<file path="src/rtl/frame_loader.sv">
// ============================================================================
//  Module   : frame_loader
//  Brief    : Streams one sop-aligned frame of 32-bit pixels into SDRAM
//             through a single-entry Avalon-MM write register.
//  Revision : 1.0  initial release
// ============================================================================
`default_nettype none

module frame_loader #(
   parameter int H_PIXELS = 640,
   parameter int V_LINES  = 480,
   parameter int ADDR_W   = 32
) (
   input  logic              clock,
   input  logic              reset_n,
   input  logic              start,
   input  logic [ADDR_W-1:0] base_addr,
   output logic              busy,
   output logic              done,
   output logic              sop_error,
   input  logic              pix_valid,
   input  logic [31:0]       pix_data,
   input  logic              pix_sop,
   output logic              pix_ready,
   output logic [ADDR_W-1:0] avm_address,
   output logic              avm_write,
   output logic [31:0]       avm_writedata,
   output logic [3:0]        avm_byteenable,
   input  logic              avm_waitrequest
);

   localparam int               TOTAL      = H_PIXELS * V_LINES;
   localparam int               CNT_W      = $clog2(TOTAL + 1);
   localparam logic [CNT_W-1:0] TOTAL_CNT  = CNT_W'(TOTAL);
   localparam logic [CNT_W-1:0] LAST_CNT   = CNT_W'(TOTAL - 1);

   typedef enum logic [1:0] {
      S_IDLE     = 2'd0,
      S_WAIT_SOP = 2'd1,
      S_XFER     = 2'd2,
      S_DONE     = 2'd3
   } state_t;

   state_t            state;
   state_t            state_nxt;
   logic [ADDR_W-1:0] base_q;
   logic [CNT_W-1:0]  beats_taken;
   logic [CNT_W-1:0]  writes_done;
   logic              start_fire;
   logic              beat_fire;
   logic              write_fire;
   logic              sop_load;
   logic              xfer_load;
   logic              load;
   logic [ADDR_W-1:0] beat_addr;

   assign start_fire     = start && (state == S_IDLE);
   assign beat_fire      = pix_valid && pix_ready;
   assign write_fire     = avm_write && !avm_waitrequest;
   assign sop_load       = (state == S_WAIT_SOP) && beat_fire && pix_sop;
   assign xfer_load      = (state == S_XFER) && beat_fire;
   assign load           = sop_load || xfer_load;
   // beats_taken is still zero for the sop beat, so pixel 0 lands on base.
   assign beat_addr      = base_q + (ADDR_W'(beats_taken) << 2);
   assign busy           = (state != S_IDLE);
   assign done           = (state == S_DONE);
   assign avm_byteenable = 4'hF;

   always_comb begin
      state_nxt = state;
      pix_ready = 1'b0;
      case (state)
         S_IDLE: begin
            if (start) state_nxt = S_WAIT_SOP;
         end
         S_WAIT_SOP: begin
            pix_ready = 1'b1;
            if (pix_valid && pix_sop) state_nxt = S_XFER;
         end
         S_XFER: begin
            // Refill in the same cycle the held write drains: 1 word/clock.
            pix_ready = (!avm_write || !avm_waitrequest) && (beats_taken < TOTAL_CNT);
            if (write_fire && (writes_done == LAST_CNT)) state_nxt = S_DONE;
         end
         S_DONE: begin
            state_nxt = S_IDLE;
         end
         default: begin
            state_nxt = S_IDLE;
         end
      endcase
   end

   always_ff @(posedge clock or negedge reset_n) begin
      if (!reset_n) begin
         state <= S_IDLE;
      end else begin
         state <= state_nxt;
      end
   end

   always_ff @(posedge clock or negedge reset_n) begin
      if (!reset_n) begin
         base_q      <= '0;
         beats_taken <= '0;
         writes_done <= '0;
         sop_error   <= 1'b0;
      end else begin
         if (start_fire) begin
            base_q      <= base_addr;
            beats_taken <= '0;
            writes_done <= '0;
            sop_error   <= 1'b0;
         end else begin
            if (load) beats_taken <= beats_taken + 1'b1;
            if (write_fire) writes_done <= writes_done + 1'b1;
            // A stray sop mid-frame is flagged but the beat is kept as data.
            if (xfer_load && pix_sop) sop_error <= 1'b1;
         end
      end
   end

   always_ff @(posedge clock or negedge reset_n) begin
      if (!reset_n) begin
         avm_write     <= 1'b0;
         avm_address   <= '0;
         avm_writedata <= '0;
      end else begin
         if (load) begin
            avm_write     <= 1'b1;
            avm_address   <= beat_addr;
            avm_writedata <= pix_data;
         end else if (write_fire) begin
            avm_write <= 1'b0;
         end
      end
   end

endmodule

`default_nettype wire

</file>
<file path="config.mk">
export PLATFORM = sky130hd
export DESIGN_NAME = frame_loader
export DESIGN_NICKNAME = d
export VERILOG_FILES = /design/src/rtl/frame_loader.sv
export SDC_FILE = /design/constraint.sdc
export NUM_CORES = 1
export LEC_CHECK = 0
export BUFFER_PORTS_ARGS = -buffer_cell sky130_fd_sc_hd__buf_2
export CORE_MARGIN = 5
export CORE_UTILIZATION = 30
export DETAILED_ROUTE_END_ITERATION = 6
export SLEW_MARGIN = 5
export SYNTH_ARGS = -nofsm -noshare
export SYNTH_HDL_FRONTEND = slang
export SYNTH_SLANG_ARGS = --single-unit
</file>
<file path="constraint.sdc">
create_clock -name clock -period 3.5 [get_ports clock]
set_input_delay 0.7 -clock clock [delete_from_list [all_inputs] [get_ports clock]]
set_output_delay 0.7 -clock clock [all_outputs]
set_load 0.005 [all_outputs]
</file>
### Word-level counts from Yosys, hierarchy flattened

Index checks and enable logic that the tools add are counted.

* register bits after elaboration: 138
* bits of input ports: 70

* add/subtract/negate cells: 3
* order comparisons: 1
* eq/ne operators: 7
* multiplexer cells: 13
* reduce and logical (&&, ||, !) cells: 21

Operator list (number)
* $mux 19: 4
* $add 19x1->19 const B: 2
* $add 32x21->32: 1
* $eq 19x19->1 const B: 1
* $lt 19x19->1 const B: 1
* $logic_and 1x1->1: 10
* $reduce_bool 2->1: 5
* $pmux 2 s4: 1
* $mux 2: 3
* $eq 2x2->1 const B: 2
* $mux 1: 4
* $ne 2x1->1 const B: 2
* $reduce_and 3->1: 1
* $eq 2x1->1 const B: 1
* $logic_not 1->1: 2
* $logic_not 2->1: 1
* $logic_or 1x1->1: 2
* $ne 2x2->1 const B: 1
* $pmux 1 s2: 1

### Longest topological paths before layout

* depth in word-level cells: 10
* gate-level depth with buffers: 10
* mapped depth without buffers: 10

### Least setup slack after synthesis

No wires, ideal clock.

* path kind: flip-flop to flip-flop
* start point: register beats_taken[0]
* end point: register avm_address[22]
* library setup time: 0.132 ns
* arrival: 2.387 ns
* data required time: 3.368 ns
* slack: 0.981 ns
* stages on the path, launching flop included: 11
* path buffers: 0
* period minus slack after synthesis: 2.519 ns
* path through: dfrtp_1 > ha_1 > fa_1 > a211oi_1 > o21ai_1 > a211oi_2 > a2111oi_2 > nor3_2 > nor3b_1 > xnor2_1 > o21ai_1

* cells in the longest elaborated chain, start to end: 7

RTL lines
* from (decl): RTL line 47 `logic [CNT_W-1:0] beats_taken;`
* from (signal assigned): RTL line 115 `if (load) beats_taken <= beats_taken + 1'b1;`
* $lt 19x19->1: RTL line 82 `pix_ready = (!avm_write || !avm_waitrequest) && (beats_taken < TOTAL_CNT);`
* $logic_and 1x1->1: RTL line 82
* $pmux 1 s2: RTL line 72 `case (state)`
* $logic_and 1x1->1: RTL line 58 `assign beat_fire = pix_valid && pix_ready;`
* $logic_and 1x1->1 (2 in series): RTL line 60 `assign sop_load = (state == S_WAIT_SOP) && beat_fire && pix_sop;`
* $logic_or 1x1->1: RTL line 62 `assign load = sop_load || xfer_load;`
* to (signal assigned): RTL line 131 `avm_address <= beat_addr;`
* to (decl): RTL line 25 `output logic [ADDR_W-1:0] avm_address,`

Several ways; a longest one is shown, not always the timed one.
A chain may end at the register's enable or synchronous reset.

### Worst setup path in the final report

* start point: register beats_taken[0]
* end point: register avm_address[28]

Same word-level chain as after synthesis.

==> summary.txt <==
Critical path
  • Worst-path fanout max: 5
  • CP required: 3790 ps
  • Startpoint types: register
  • CP Capture Type: register
  • Worst R2R End: avm_address[28]
  • Reg2reg path depth: 10
  • Flop-to-flop setup slack: 600 ps
  • Arrival @ worst endpoint: 3190 ps
  • Worst reg2reg startpoint: beats_taken[0]
  • Kind of critical path: register to register

Power and ir drop
  • Leakage: 4.25 nW
  • VDD IR-drop max: 0.302 mV
  • Power Dens Cells: 763 nW/um^2

Route
  • DRT iter0 DRCs: 309
  • Final WL: 17100 microns
  • # DRC: 0
  • Routed length per instance: 14.6 microns
  • TritonRoute pass-1 iters: 4
  • Post-DRT Antenna Nets: 0
  • DR vias/cell: 4.55
  • Vias: 5314

STA
  • RSZ-0062 raised after global routing: false
  • Final WS setup: 605 ps
  • Final Setup Violations: 0
  • Fmax: 345 MHz
  • TNS Setup: 0 ps
  • Slew @ Worst Pin: 745 ps
  • Post-Route Skew: 9.72 ps
  • Tmin final: 2900 ps
  • Final hold vios: 0
  • Rel. slew slack: 50.3%
  • Final period util: 82.7%
  • Final slew viol count: 0

Global route
  • Initial antenna violation count: 4
  • Vias in the first global route: 5322
  • Remaining global-route overflow: 0
  • GRT Overall Usage: 13.1%
  • First-pass GRT wire length: 27900 microns
  • Largest net degree at the start of global routing: 79

Clock network
  • Worst-path clk slew: 60 ps
  • CTS tree: done
  • Clock Latency Late Sink: 420 ps
  • Htree depth: 4
  • Post-CTS sizing: 0
  • Number of CTS-inserted buffers: 17
  • Clock Tree Buf Depth: 2
  • Hold-fix buffers, CTS: 0
  • Root buffer cell: clkbuf_16
  • # Post-CTS Setup Buffers: 0
  • CTS sink cnt: 138

Logic synthesis
  • Register area share after synthesis: 49.4%
  • Synthesis-stage register bit count: 138
  • Mapped Area: 6980 sq um
  • Post-synth ARST share: 100%
  • Count of cell types in the netlist: 70
  • EDFF count, synth: 0
  • Mapped Avg Cell Area: 9.91 sq um
  • Ys flop type: dfrtp_1
  • Post-Syn Instances: 705
  • Synth Warn #: 0

Placed design
  • Final HPWL DP: 12400 microns
  • Dpl ws: 622 ps
  • Gpl congestion: 0.797
  • Placed Area: 7990 sq um
  • Port bufs: 138

Finish
  • Layout area overhead: 24.1%
  • Share of post-route cells with drive strength above 1: 28.4%
  • Fillers: 2297
  • Fin area: 8670 sq um
  • Nets: 939

Min path
  • Hold WC Path Type: input port to async pin

Floorplan
  • I/O pins: 143
  • Die W: 163 microns
  • DIE AREA: 26400 sq um
  • Core area: 22800 sq um
  • Starting Density: 30.7%
  • # rows: 55
  • Die Height: 163 microns

Outcome
  • Result of the run: finished, final reports clean

Run
  • Number of max-cap violations: 0
## metrics by stage
step	util (%)	power (mW)	hold WS [ps]	std cells
6_report	38.1	6.61	321	1169
5_1_grt	38.1	7.09	391	1169
4_1_cts	38.0	6.72	348	1168
3_5_place_dp	35.1	4.65	450	1136
3_3_place_gp	35.1	4.60	447	1136
2_1_floorplan	-	3.81	404	708
## cell usage in the layout (no fill, tap or decap), types with 3 or more instances in the layout
cell type | netlist | layout
nor3b_1 | 4 | 4
o21ai_0 | 26 | 26
nor3_1 | 7 | 7
nand4_1 | 8 | 8
conb_1 | 1 | 4
mux2_2 | 30 | 30
buf_2 | 8 | 137
nor2b_1 | 4 | 4
nor2_1 | 52 | 52
a21oi_1 | 26 | 26
a21o_1 | 10 | 10
a211o_1 | 3 | 3
xor2_1 | 25 | 25
or3_1 | 7 | 7
and3_2 | 4 | 4
o21ai_1 | 13 | 13
nand3_1 | 16 | 16
clkbuf_16 | 0 | 17
xnor2_1 | 27 | 27
inv_1 | 13 | 13
dfrtp_1 | 138 | 138
and3_1 | 8 | 8
nor3_2 | 7 | 7
nand2_1 | 166 | 166
clkbuf_8 | 1 | 4
mux2i_1 | 3 | 3
bufinv_16 | 0 | 5
o21bai_1 | 4 | 4
ha_1 | 26 | 26
buf_4 | 4 | 4
## metal layers
layer  part of all wire [%]  GRT usage, %  vias up
met2                     47          21.7      121
li1                       -             -     2655
met3                    5.8          3.92       18
met5                   0.23             0        -
met4                    1.1          4.08        6
met1                     46          16.6     2514
## cells in the mapped netlist (all sizes together), types with 3 or more instances
cell    instances  share of area, %
a211o           3              0.38
a211oi          4              0.57
a21o           11               1.2
a21oi          28               2.1
and3           12               1.1
buf            16               1.5
clkbuf         13              0.84
dfrtp         138                49
ha             26               4.7
inv            13              0.70
mux2           31               5.0
mux2i           3              0.43
nand2         169               9.3
nand3          18               1.5
nand4           9              0.90
nor2           53               2.9
nor2b           4              0.36
nor3           14               1.5
nor3b           4              0.43
o21a            3              0.34
o21ai          39               2.8
o21bai          4              0.43
or3             7              0.63
xnor2          27               3.4
xor2           25               3.1
## registers in the layout (all words and copies together) (netlist names)
name,cells
sop_error,1
avm_write,1
avm_writedata,32
state,2
base_q,32
beats_taken,19
writes_done,19
avm_address,32
## report_power, final
part / total [mW] / leakage [nW] / internal (mW) / switching (mW)
combinational: 2.07 / 2.15 / 0.948 / 1.12
sequential: 2.51 / 1.78 / 2.14 / 0.368
clock: 2.03 / 0.324 / 1.35 / 0.683
total: 6.61 / 4.25 / 4.44 / 2.18
## worst max-delay path: stages, from the launching register on
cell,delay [ps]
dfrtp_1,420
ha_1,250
fa_1,430
a211oi_1,300
o21ai_1,150
a211oi_2,340
a2111oi_2,150
nor3_2,380
nor3b_1,120
xnor2_1,170
o21ai_1,70
## cell type report
| class | instances | area [sq um] | share of cell area [%] |
|---|---|---|---|
| inverters | 13 | 48.8 | 0.563 |
| multi-input cells | 528 | 3330 | 38.5 |
| repair buffers | 144 | 767 | 8.85 |
| well taps | 313 | 392 | 4.52 |
| clock buffers | 23 | 488 | 5.63 |
| clock inverters | 9 | 184 | 2.12 |
| flip-flops and latches | 138 | 3450 | 39.8 |
| diodes | 1 | 2.50 | 0.0289 |
## worst max-delay path by stage
stage | slack, ps | depth (start not counted) | endpoint | from
global placement | 680 | 10 | avm_address[30] | beats_taken[0]
finish | 600 | 10 | avm_address[28] | beats_taken[0]
CTS | 600 | 10 | avm_address[28] | beats_taken[0]
floorplan | 980 | 10 | avm_address[22] | beats_taken[0]
detailed placement | 620 | 10 | avm_address[30] | beats_taken[0]
global route | 310 | 10 | avm_address[26] | beats_taken[0]
## kinds of logic (layout without fill, tap and decap cells)
family	after synthesis	after routing	share of synthesized area, %
mux	34	34	5.43
buf+inv	42	189	3.08
simple gates	305	305	20.4
xor+xnor	52	52	6.52
other cells	1	5	0.0537
fa+ha+maj	27	27	4.94
compound gates	106	106	10.1
flops	138	138	49.4
No activity file was read; power rests on OpenSTA's default activity.
